--- src/rtl/thread_pc_sequencer_if.sv ---
// Fetch-side bundle of the PC sequencer: branch-folding feedback and host PC
// overwrite in, issued PC/thread out.
interface thread_pc_sequencer_if #(
   parameter int PC_WIDTH          = 10,
   parameter int THREAD_ADDR_WIDTH = 3
) ();
   logic [PC_WIDTH-1:0]          branch_destination;
   logic                         jump;
   logic                         cancel;
   logic                         pc_wr_en;
   logic [THREAD_ADDR_WIDTH-1:0] pc_wr_thread;
   logic [PC_WIDTH-1:0]          pc_wr_data;
   logic [PC_WIDTH-1:0]          PC;
   logic [THREAD_ADDR_WIDTH-1:0] thread_id;
   logic                         issue_valid;

   modport master (
      input  branch_destination, jump, cancel, pc_wr_en, pc_wr_thread, pc_wr_data,
      output PC, thread_id, issue_valid
   );

   modport slave (
      output branch_destination, jump, cancel, pc_wr_en, pc_wr_thread, pc_wr_data,
      input  PC, thread_id, issue_valid
   );
endinterface

--- src/rtl/thread_pc_sequencer.sv ---
// Barrel-order per-thread PC sequencer: one thread issued per cycle, its next PC
// written back FEEDBACK_LATENCY cycles later from the branch folding result.
module thread_pc_sequencer #(
   parameter int PC_WIDTH          = 10,
   parameter int THREAD_COUNT      = 8,
   parameter int THREAD_ADDR_WIDTH = 3,
   parameter int INITIAL_THREAD    = 0,
   parameter int START_PC          = 0,
   parameter int FEEDBACK_LATENCY  = 4
) (
   input logic                    clock,
   input logic                    reset_n,
   thread_pc_sequencer_if.master  bus
);

   if (THREAD_COUNT < 2 || FEEDBACK_LATENCY < 1 || FEEDBACK_LATENCY > THREAD_COUNT - 1 ||
       THREAD_ADDR_WIDTH != $clog2(THREAD_COUNT) || INITIAL_THREAD >= THREAD_COUNT) begin : g_bad_params
      $error("thread_pc_sequencer: illegal THREAD_COUNT/FEEDBACK_LATENCY/INITIAL_THREAD");
   end

   localparam logic [PC_WIDTH-1:0]          RESET_PC     = PC_WIDTH'(START_PC);
   localparam logic [THREAD_ADDR_WIDTH-1:0] RESET_THREAD = THREAD_ADDR_WIDTH'(INITIAL_THREAD);
   localparam logic [THREAD_ADDR_WIDTH-1:0] LAST_THREAD  = THREAD_ADDR_WIDTH'(THREAD_COUNT - 1);
   localparam logic [THREAD_ADDR_WIDTH:0]   THREAD_LIMIT = (THREAD_ADDR_WIDTH + 1)'(THREAD_COUNT);

   logic [PC_WIDTH-1:0]          pc_mem_q [THREAD_COUNT];
   logic [PC_WIDTH-1:0]          pc_mem_d [THREAD_COUNT];
   logic [THREAD_ADDR_WIDTH-1:0] slot_q, slot_d;
   logic [PC_WIDTH-1:0]          pc_q;
   logic [THREAD_ADDR_WIDTH-1:0] thread_q;
   logic                         valid_q;

   // Stage 0 captures the issue slot alongside the outputs; the last stage is the write-back slot.
   logic [THREAD_ADDR_WIDTH-1:0] dl_thread_q [FEEDBACK_LATENCY];
   logic [PC_WIDTH-1:0]          dl_pc_q     [FEEDBACK_LATENCY];
   logic                         dl_valid_q  [FEEDBACK_LATENCY];

   logic [THREAD_ADDR_WIDTH-1:0] wb_thread_s;
   logic [PC_WIDTH-1:0]          wb_pc_s;
   logic                         wb_valid_s;
   logic [PC_WIDTH-1:0]          wb_next_s;
   logic                         host_hit_s;

   assign wb_thread_s = dl_thread_q[FEEDBACK_LATENCY-1];
   assign wb_pc_s     = dl_pc_q[FEEDBACK_LATENCY-1];
   assign wb_valid_s  = dl_valid_q[FEEDBACK_LATENCY-1];
   assign host_hit_s  = bus.pc_wr_en && ({1'b0, bus.pc_wr_thread} < THREAD_LIMIT);

   // Round-robin slot advance.
   always_comb begin
      slot_d = slot_q;
      if (slot_q == LAST_THREAD) begin
         slot_d = '0;
      end else begin
         slot_d = slot_q + THREAD_ADDR_WIDTH'(1);
      end
   end

   // Branch result for the write-back slot: jump beats cancel, default is sequential.
   always_comb begin
      wb_next_s = wb_pc_s;
      if (bus.jump) begin
         wb_next_s = bus.branch_destination;
      end else if (bus.cancel) begin
         wb_next_s = wb_pc_s;
      end else begin
         wb_next_s = wb_pc_s + PC_WIDTH'(1);
      end
   end

   // PC table update; a host write to the write-back thread takes precedence.
   always_comb begin
      for (int t = 0; t < THREAD_COUNT; t++) begin
         pc_mem_d[t] = pc_mem_q[t];
         if (host_hit_s && bus.pc_wr_thread == THREAD_ADDR_WIDTH'(t)) begin
            pc_mem_d[t] = bus.pc_wr_data;
         end else if (wb_valid_s && wb_thread_s == THREAD_ADDR_WIDTH'(t)) begin
            pc_mem_d[t] = wb_next_s;
         end else begin
            pc_mem_d[t] = pc_mem_q[t];
         end
      end
   end

   // All sequencer state: PC table, slot counter, issue outputs and feedback delay line.
   always_ff @(posedge clock or negedge reset_n) begin
      if (!reset_n) begin
         for (int t = 0; t < THREAD_COUNT; t++) begin
            pc_mem_q[t] <= RESET_PC;
         end
         slot_q   <= RESET_THREAD;
         pc_q     <= RESET_PC;
         thread_q <= RESET_THREAD;
         valid_q  <= 1'b0;
         for (int j = 0; j < FEEDBACK_LATENCY; j++) begin
            dl_thread_q[j] <= '0;
            dl_pc_q[j]     <= '0;
            dl_valid_q[j]  <= 1'b0;
         end
      end else begin
         pc_mem_q       <= pc_mem_d;
         slot_q         <= slot_d;
         pc_q           <= pc_mem_q[slot_q];
         thread_q       <= slot_q;
         valid_q        <= 1'b1;
         dl_thread_q[0] <= slot_q;
         dl_pc_q[0]     <= pc_mem_q[slot_q];
         dl_valid_q[0]  <= 1'b1;
         for (int j = 1; j < FEEDBACK_LATENCY; j++) begin
            dl_thread_q[j] <= dl_thread_q[j-1];
            dl_pc_q[j]     <= dl_pc_q[j-1];
            dl_valid_q[j]  <= dl_valid_q[j-1];
         end
      end
   end

   assign bus.PC          = pc_q;
   assign bus.thread_id   = thread_q;
   assign bus.issue_valid = valid_q;

endmodule

--- src/flat_wrapper.sv ---
// flat-port wrapper written by rule: the top's interface ports become plain ports
module thread_pc_sequencer_flat 
#(
   parameter int PC_WIDTH          = 10,
   parameter int THREAD_COUNT      = 8,
   parameter int THREAD_ADDR_WIDTH = 3,
   parameter int INITIAL_THREAD    = 0,
   parameter int START_PC          = 0,
   parameter int FEEDBACK_LATENCY  = 4
)
  (clock, reset_n, bus_branch_destination, bus_jump, bus_cancel, bus_pc_wr_en, bus_pc_wr_thread, bus_pc_wr_data, bus_PC, bus_thread_id, bus_issue_valid);
  thread_pc_sequencer_if #(.PC_WIDTH(PC_WIDTH), .THREAD_ADDR_WIDTH(THREAD_ADDR_WIDTH)) bus_i ();
  input logic clock;
  input logic reset_n;
  input wire logic [$bits(bus_i.branch_destination)-1:0] bus_branch_destination;
  input wire logic [$bits(bus_i.jump)-1:0] bus_jump;
  input wire logic [$bits(bus_i.cancel)-1:0] bus_cancel;
  input wire logic [$bits(bus_i.pc_wr_en)-1:0] bus_pc_wr_en;
  input wire logic [$bits(bus_i.pc_wr_thread)-1:0] bus_pc_wr_thread;
  input wire logic [$bits(bus_i.pc_wr_data)-1:0] bus_pc_wr_data;
  output wire logic [$bits(bus_i.PC)-1:0] bus_PC;
  output wire logic [$bits(bus_i.thread_id)-1:0] bus_thread_id;
  output wire logic [$bits(bus_i.issue_valid)-1:0] bus_issue_valid;
  assign bus_i.branch_destination = bus_branch_destination;
  assign bus_i.jump = bus_jump;
  assign bus_i.cancel = bus_cancel;
  assign bus_i.pc_wr_en = bus_pc_wr_en;
  assign bus_i.pc_wr_thread = bus_pc_wr_thread;
  assign bus_i.pc_wr_data = bus_pc_wr_data;
  assign bus_PC = bus_i.PC;
  assign bus_thread_id = bus_i.thread_id;
  assign bus_issue_valid = bus_i.issue_valid;
  thread_pc_sequencer #(.PC_WIDTH(PC_WIDTH), .THREAD_COUNT(THREAD_COUNT), .THREAD_ADDR_WIDTH(THREAD_ADDR_WIDTH), .INITIAL_THREAD(INITIAL_THREAD), .START_PC(START_PC), .FEEDBACK_LATENCY(FEEDBACK_LATENCY)) u_core (.clock(clock), .reset_n(reset_n), .bus(bus_i));
endmodule
--- config.mk ---
export PLATFORM = sky130hd
export DESIGN_NAME = thread_pc_sequencer_flat
export DESIGN_NICKNAME = d
export VERILOG_FILES = /design/src/rtl/thread_pc_sequencer_if.sv /design/src/rtl/thread_pc_sequencer.sv /design/src/flat_wrapper.sv
export SDC_FILE = /design/constraint.sdc
export NUM_CORES = 1
export LEC_CHECK = 0
export ABC_AREA = 1
export BUFFER_PORTS_ARGS = -buffer_cell sky130_fd_sc_hd__buf_2
export CAP_MARGIN = 20
export CORE_ASPECT_RATIO = 0.9
export CORE_MARGIN = 2
export CORE_UTILIZATION = 55
export DETAILED_ROUTE_END_ITERATION = 6
export PLACE_DENSITY_LB_ADDON = 0.12
export SLEW_MARGIN = 30
export SYNTH_ARGS = -nofsm -noshare
export SYNTH_HDL_FRONTEND = slang
export SYNTH_SLANG_ARGS = --single-unit
--- constraint.sdc ---
create_clock -name clock -period 1.18 [get_ports clock]
set_input_delay 0.059 -clock clock [delete_from_list [all_inputs] [get_ports clock]]
set_output_delay 0.059 -clock clock [all_outputs]
set_load 0.02 [all_outputs]
Yosys cells after proc, flatten, opt, wreduce, memory -nomap -nowiden
Index checks and enable logic that the tools add are counted.

operators by class
  $add $sub $neg = 2
  magnitude comparators = 1
  eq/ne operators = 15
  muxes and demuxes = 22
  bitwise logic cells = 1
  reductions and logical operators = 26

operators with widths
  kind                   count
  $mux 10                20
  $bmux 10 s3            1
  $eq 3x3->1 const B     9
  $logic_and 1x1->1      16
  $reduce_bool 2->1      8
  $eq 3x2->1 const B     4
  $add 10x1->10 const B  1
  $eq 3x1->1 const B     2
  $logic_not 3->1        2
  $ge 4x4->1 const B     1
  $not 3->4              1
  $add 3x1->3 const B    1
  $mux 3                 1

storage, ports and cells
  register bits = 139
  input port bits = 28
  output and inout bits = 14
  word-level logic and storage cells = 88

Depth between registers and ports, before layout
  word-level depth = 5
  depth in mapped cells = 9
  mapped depth without buffers = 9

Least setup slack after synthesis
OpenSTA, ideal clock, no wires.

  path kind = reg2reg
  from = reg u_core.dl_pc_q (netlist bit u_core.wb_pc_s[0])
  to = reg u_core.pc_mem_q[16] in the netlist's numbering
  library setup time = 0.124 ns
  arrival time = 1.164 ns
  data required time = 1.056 ns
  path slack = -0.108 ns
  stages on the path, launching flop included = 9
  path buffers = 0
  clock period less this slack = 1.288 ns
  cells stage by stage = dfrtp_1 > ha_1 > nand3_1 > nor2_1 > nand2_1 > nand3_1 > nand2_1 > nand2_1 > nand3_1

on the way
  longest elaborated chain between the ends = 5

RTL lines
  what                              line                        text
  start: declaration                thread_pc_sequencer.sv:35   logic [PC_WIDTH-1:0] dl_pc_q [FEEDBACK_LATENCY];
  start signal: indexed assignment  thread_pc_sequencer.sv:111  dl_pc_q[j] <= dl_pc_q[j-1];
  $add 10x1->10                     thread_pc_sequencer.sv:67   wb_next_s = wb_pc_s + PC_WIDTH'(1);
  $mux 10                           thread_pc_sequencer.sv:64   end else if (bus.cancel) begin
  $mux 10                           thread_pc_sequencer.sv:62   if (bus.jump) begin
  $mux 10                           thread_pc_sequencer.sv:77   end else if (wb_valid_s && wb_thread_s == THREAD_ADDR_WIDTH'(t)) begin
  $mux 10                           thread_pc_sequencer.sv:75   if (host_hit_s && bus.pc_wr_thread == THREAD_ADDR_WIDTH'(t)) begin
  end signal: assignment            thread_pc_sequencer.sv:101  pc_mem_q <= pc_mem_d;
  end: declaration                  thread_pc_sequencer.sv:26   logic [PC_WIDTH-1:0] pc_mem_q [THREAD_COUNT];

No other way between the ends. The select of a mux whose other input is x is not followed.
A chain may end at the register's enable or synchronous reset.

Final worst setup path
  from = reg u_core.dl_pc_q (netlist bit u_core.wb_pc_s[1])
  to = reg u_core.pc_mem_q[74] in the netlist's numbering

The elaborated chain is that of the path after synthesis.

==> results.cfg <==
[final_layout]
postLayoutCoreUtil_pct = 79.4
syn_to_final_growth_pct = 39.7
fillers = 738
n_antenna_cell = 0
fin_nets = 924
fin_cells = 1062
drive_above_1_share_pct = 36.2

[critical_path]
path_buf_inv = 0
crit_type = reg -> reg
crit_path_start_kind = flop
end_kind = flop
slowest_delay_ps = 440
cp_top_family = simple AND/OR/NAND/NOR gates
slowest_stage = dfrtp_2
cp.arrival_ps = 1750
reg2reg_slack_ps = -260
worstPathCellList = ha_4, nand4_1, xor2_1, nand2_2, nand3_2, nand2_2
cp_common_cell = nand2_2
cp_data_required_time_ps = 1490
cp_max_fo = 8

[place]
routabilityCongestion = 0.962
post-place-ws_ps = -250
dp.cells = 1004
dp_hpwl_mm = 13.6
port_buffers = 41

[sta]
setup-violations-final = 92
grt_setup_unrepaired = true
finalMaxSlewViolations = 0
fin_crit_ps = 1440
fin_worst_skew_ps = 7.26
fmax_mhz = 696
tns_ps = -16390
finalHoldViolCount = 0
fin_crit_sh_pct = 122
setup_slack_ps = -256
worst_slew_pin_slew_ps = 508
slew_headroom_pct = 66.1

[synthesis]
synth_top_cell_by_area = dfrtp_1
synth_fp_nets = 809
async_flop_share_pct = 100
netlist_area_mm2 = 0.00653
synth_ff_type = dfrtp_1
syn_inst = 778
yosysUniqueCellTypes = 27
synth_seq_cells = 139
synth_edf_count = 0
ys_seq_area_share_pct = 53.3
synth_warnings = 0
syn_avg_cell_area_um2 = 8.39
synth_commonest_cells = nand2_1, dfrtp_1, inv_1
synth_top_cell_area_share_pct = 53.3
synthTopCellsByArea = dfrtp_1, nand2_1, inv_1, nand3_1, o21ai_0
synth.most_common_cell = nand2_1

[cts]
cts.path.max_buffers = 2
cts.sinks = 139
h-tree-depth = 4
clock-root-buffer = clkbuf_16
clk_pin_slew_ps = 60
clk_latency_ps = 430
cts_buffers = 17
cts_tree = done

[die]
die_h_um = 107
dieArea_mm2 = 0.0128
initial_core_util_pct = 56.8
io-pin-count = 42
num_rows = 37
die_x_um = 119
core_region_area_mm2 = 0.0115

[route]
antenna_left = 0
avgViaCountPerCell = 6.07
drt_iter0_drc = 779
via_count = 6451
drc = 15
firstDrtPassIters = 7
wl_per_cell_um = 21.6
finalWirelength_mm = 22.9

[outcome]
status = finished with violations
failed_checks = design-rule violations, negative setup slack

[global_route]
grt_pass1_vias = 6228
grt_pass1_wl_mm = 33.8
antenna_found_initial = 0
grtUsageTotal_pct = 35.8
grt_max_degree = 40
grt-ovfl-total = 0

[power_and_ir_drop]
switchingPower_mw = 4.00
p_sw_share_pct = 29.5
p_leak_nw = 4.43
ir_worst_vdd_mv = 1.20
internal_power_mw = 9.55
clkPwrFrac_pct = 37.8
p_per_area_mw_per_mm2 = 1490
total_power_mw = 13.5
p_seq_share_pct = 43.9
comb_power_share_pct = 18.3

[run]
cap_violations = 0

[min_path]
min_path_type = in -> reg
==> worst register-to-register path: cells and delay by family (launching register included) <==
family,cells,cell delay (ps)
adder cells (fa/ha/maj),1,190
flip-flops,1,440
XOR/XNOR,1,220
AND/OR/NAND/NOR,4,460
==> metal layers <==
metal  vias to the layer above  part of all wire, %  track usage [%]
met1                      3143                   38             47.9
met4                         0                  4.3             15.5
met2                       448                   46             54.4
met3                       107                   11             11.0
met5                         -                    0                0
li1                       2753                    -                -
==> stage by stage <==
stage               area, um2  hold WS (ps)
floorplan                6580          -237
global placement         7460         -4.72
detailed placement       7460         -3.13
CTS                      8710          44.1
global route             9120          63.3
finish                   9120          71.1
==> kinds of logic (layout without fill, tap and decap cells) <==
kind of cell | after synthesis | after routing | share of synthesized area (%)
AO/OA/AOI/OAI | 165 | 165 | 15.2
flip-flops | 139 | 139 | 53.3
other | 1 | 1 | 0.0575
adder cells (fa/ha/maj) | 3 | 3 | 0.575
buffers and inverters | 143 | 271 | 9.17
AND/OR/NAND/NOR | 326 | 326 | 21.5
XOR/XNOR | 1 | 1 | 0.134
==> final timing paths <==
kind,start,endpoint,cells past startpoint
max,u_core.wb_pc_s[1],u_core.pc_mem_q[74],6
min,bus_branch_destination[6],u_core.pc_mem_q[16],5
max reg2reg,u_core.wb_pc_s[1],u_core.pc_mem_q[74],6
min reg2reg,u_core.dl_pc_q[22],u_core.dl_pc_q[12],0
max in group asynchronous,reset_n,u_core.wb_thread_s[0],3
min in group asynchronous,reset_n,u_core.pc_mem_q[10],2
==> flip-flops by register name, indices dropped and copies added, names as in the netlist <==
| register | cells |
|---|---|
| u_core.pc_mem_q | 80 |
| u_core.dl_pc_q | 20 |
| u_core.bus.PC | 10 |
| u_core.wb_pc_s | 10 |
| u_core.dl_thread_q | 6 |
| u_core.bus.thread_id | 3 |
| u_core.slot_q | 3 |
| u_core.wb_thread_s | 3 |
| u_core.dl_valid_q | 2 |
| u_core.bus.issue_valid | 1 |
| u_core.wb_valid_s | 1 |
==> area by class of cell <==
class / count / area [um2] / area share (%)
multi-input combinational: 496 / 3120 / 34.2
clock inverter: 11 / 95.1 / 1.04
sequential: 139 / 3480 / 38.2
timing repair buffer: 132 / 1330 / 14.6
inverter: 106 / 423 / 4.64
timing repair inverter: 1 / 3.75 / 0.0412
clock buffer: 21 / 470 / 5.16
tap: 156 / 195 / 2.14
==> power by group through the flow <==
stage | Combinational (mW) | Clock (mW) | Sequential, mW
floorplan | 1.35 | 0 | 5.82
global placement | 1.93 | 0 | 5.91
detailed placement | 1.99 | 0 | 5.93
CTS | 2.17 | 5.12 | 5.89
global route | 2.72 | 5.35 | 6.00
finish | 2.48 | 5.12 | 5.95
==> layout by cell type, fill, tap and decap left out, drive strengths merged <==
master,count
nand3,63
bufinv,1
ha,3
o211ai,20
nand4,5
o21ai,64
inv,106
nor2,44
or2,4
conb,1
buf,125
o21a,7
clkinvlp,3
o21bai,14
clkbuf,23
xor2,1
a21oi,28
nand2,210
o22ai,30
a21o,2
dfrtp,139
dlygate4sd3,5
clkinv,8
==> what timing repair did <==
item / 4_1_cts / 5_1_grt
hold endpoints to repair: 164 / 0
pin swaps: 36 / 50
gates resized for setup: 135 / 94
setup endpoints to repair: 92 / 92
cloned: 5 / 2
hold buffers: 5 / 0
buffers inserted: 9 / 6
Power figures use the tool's default switching activity.
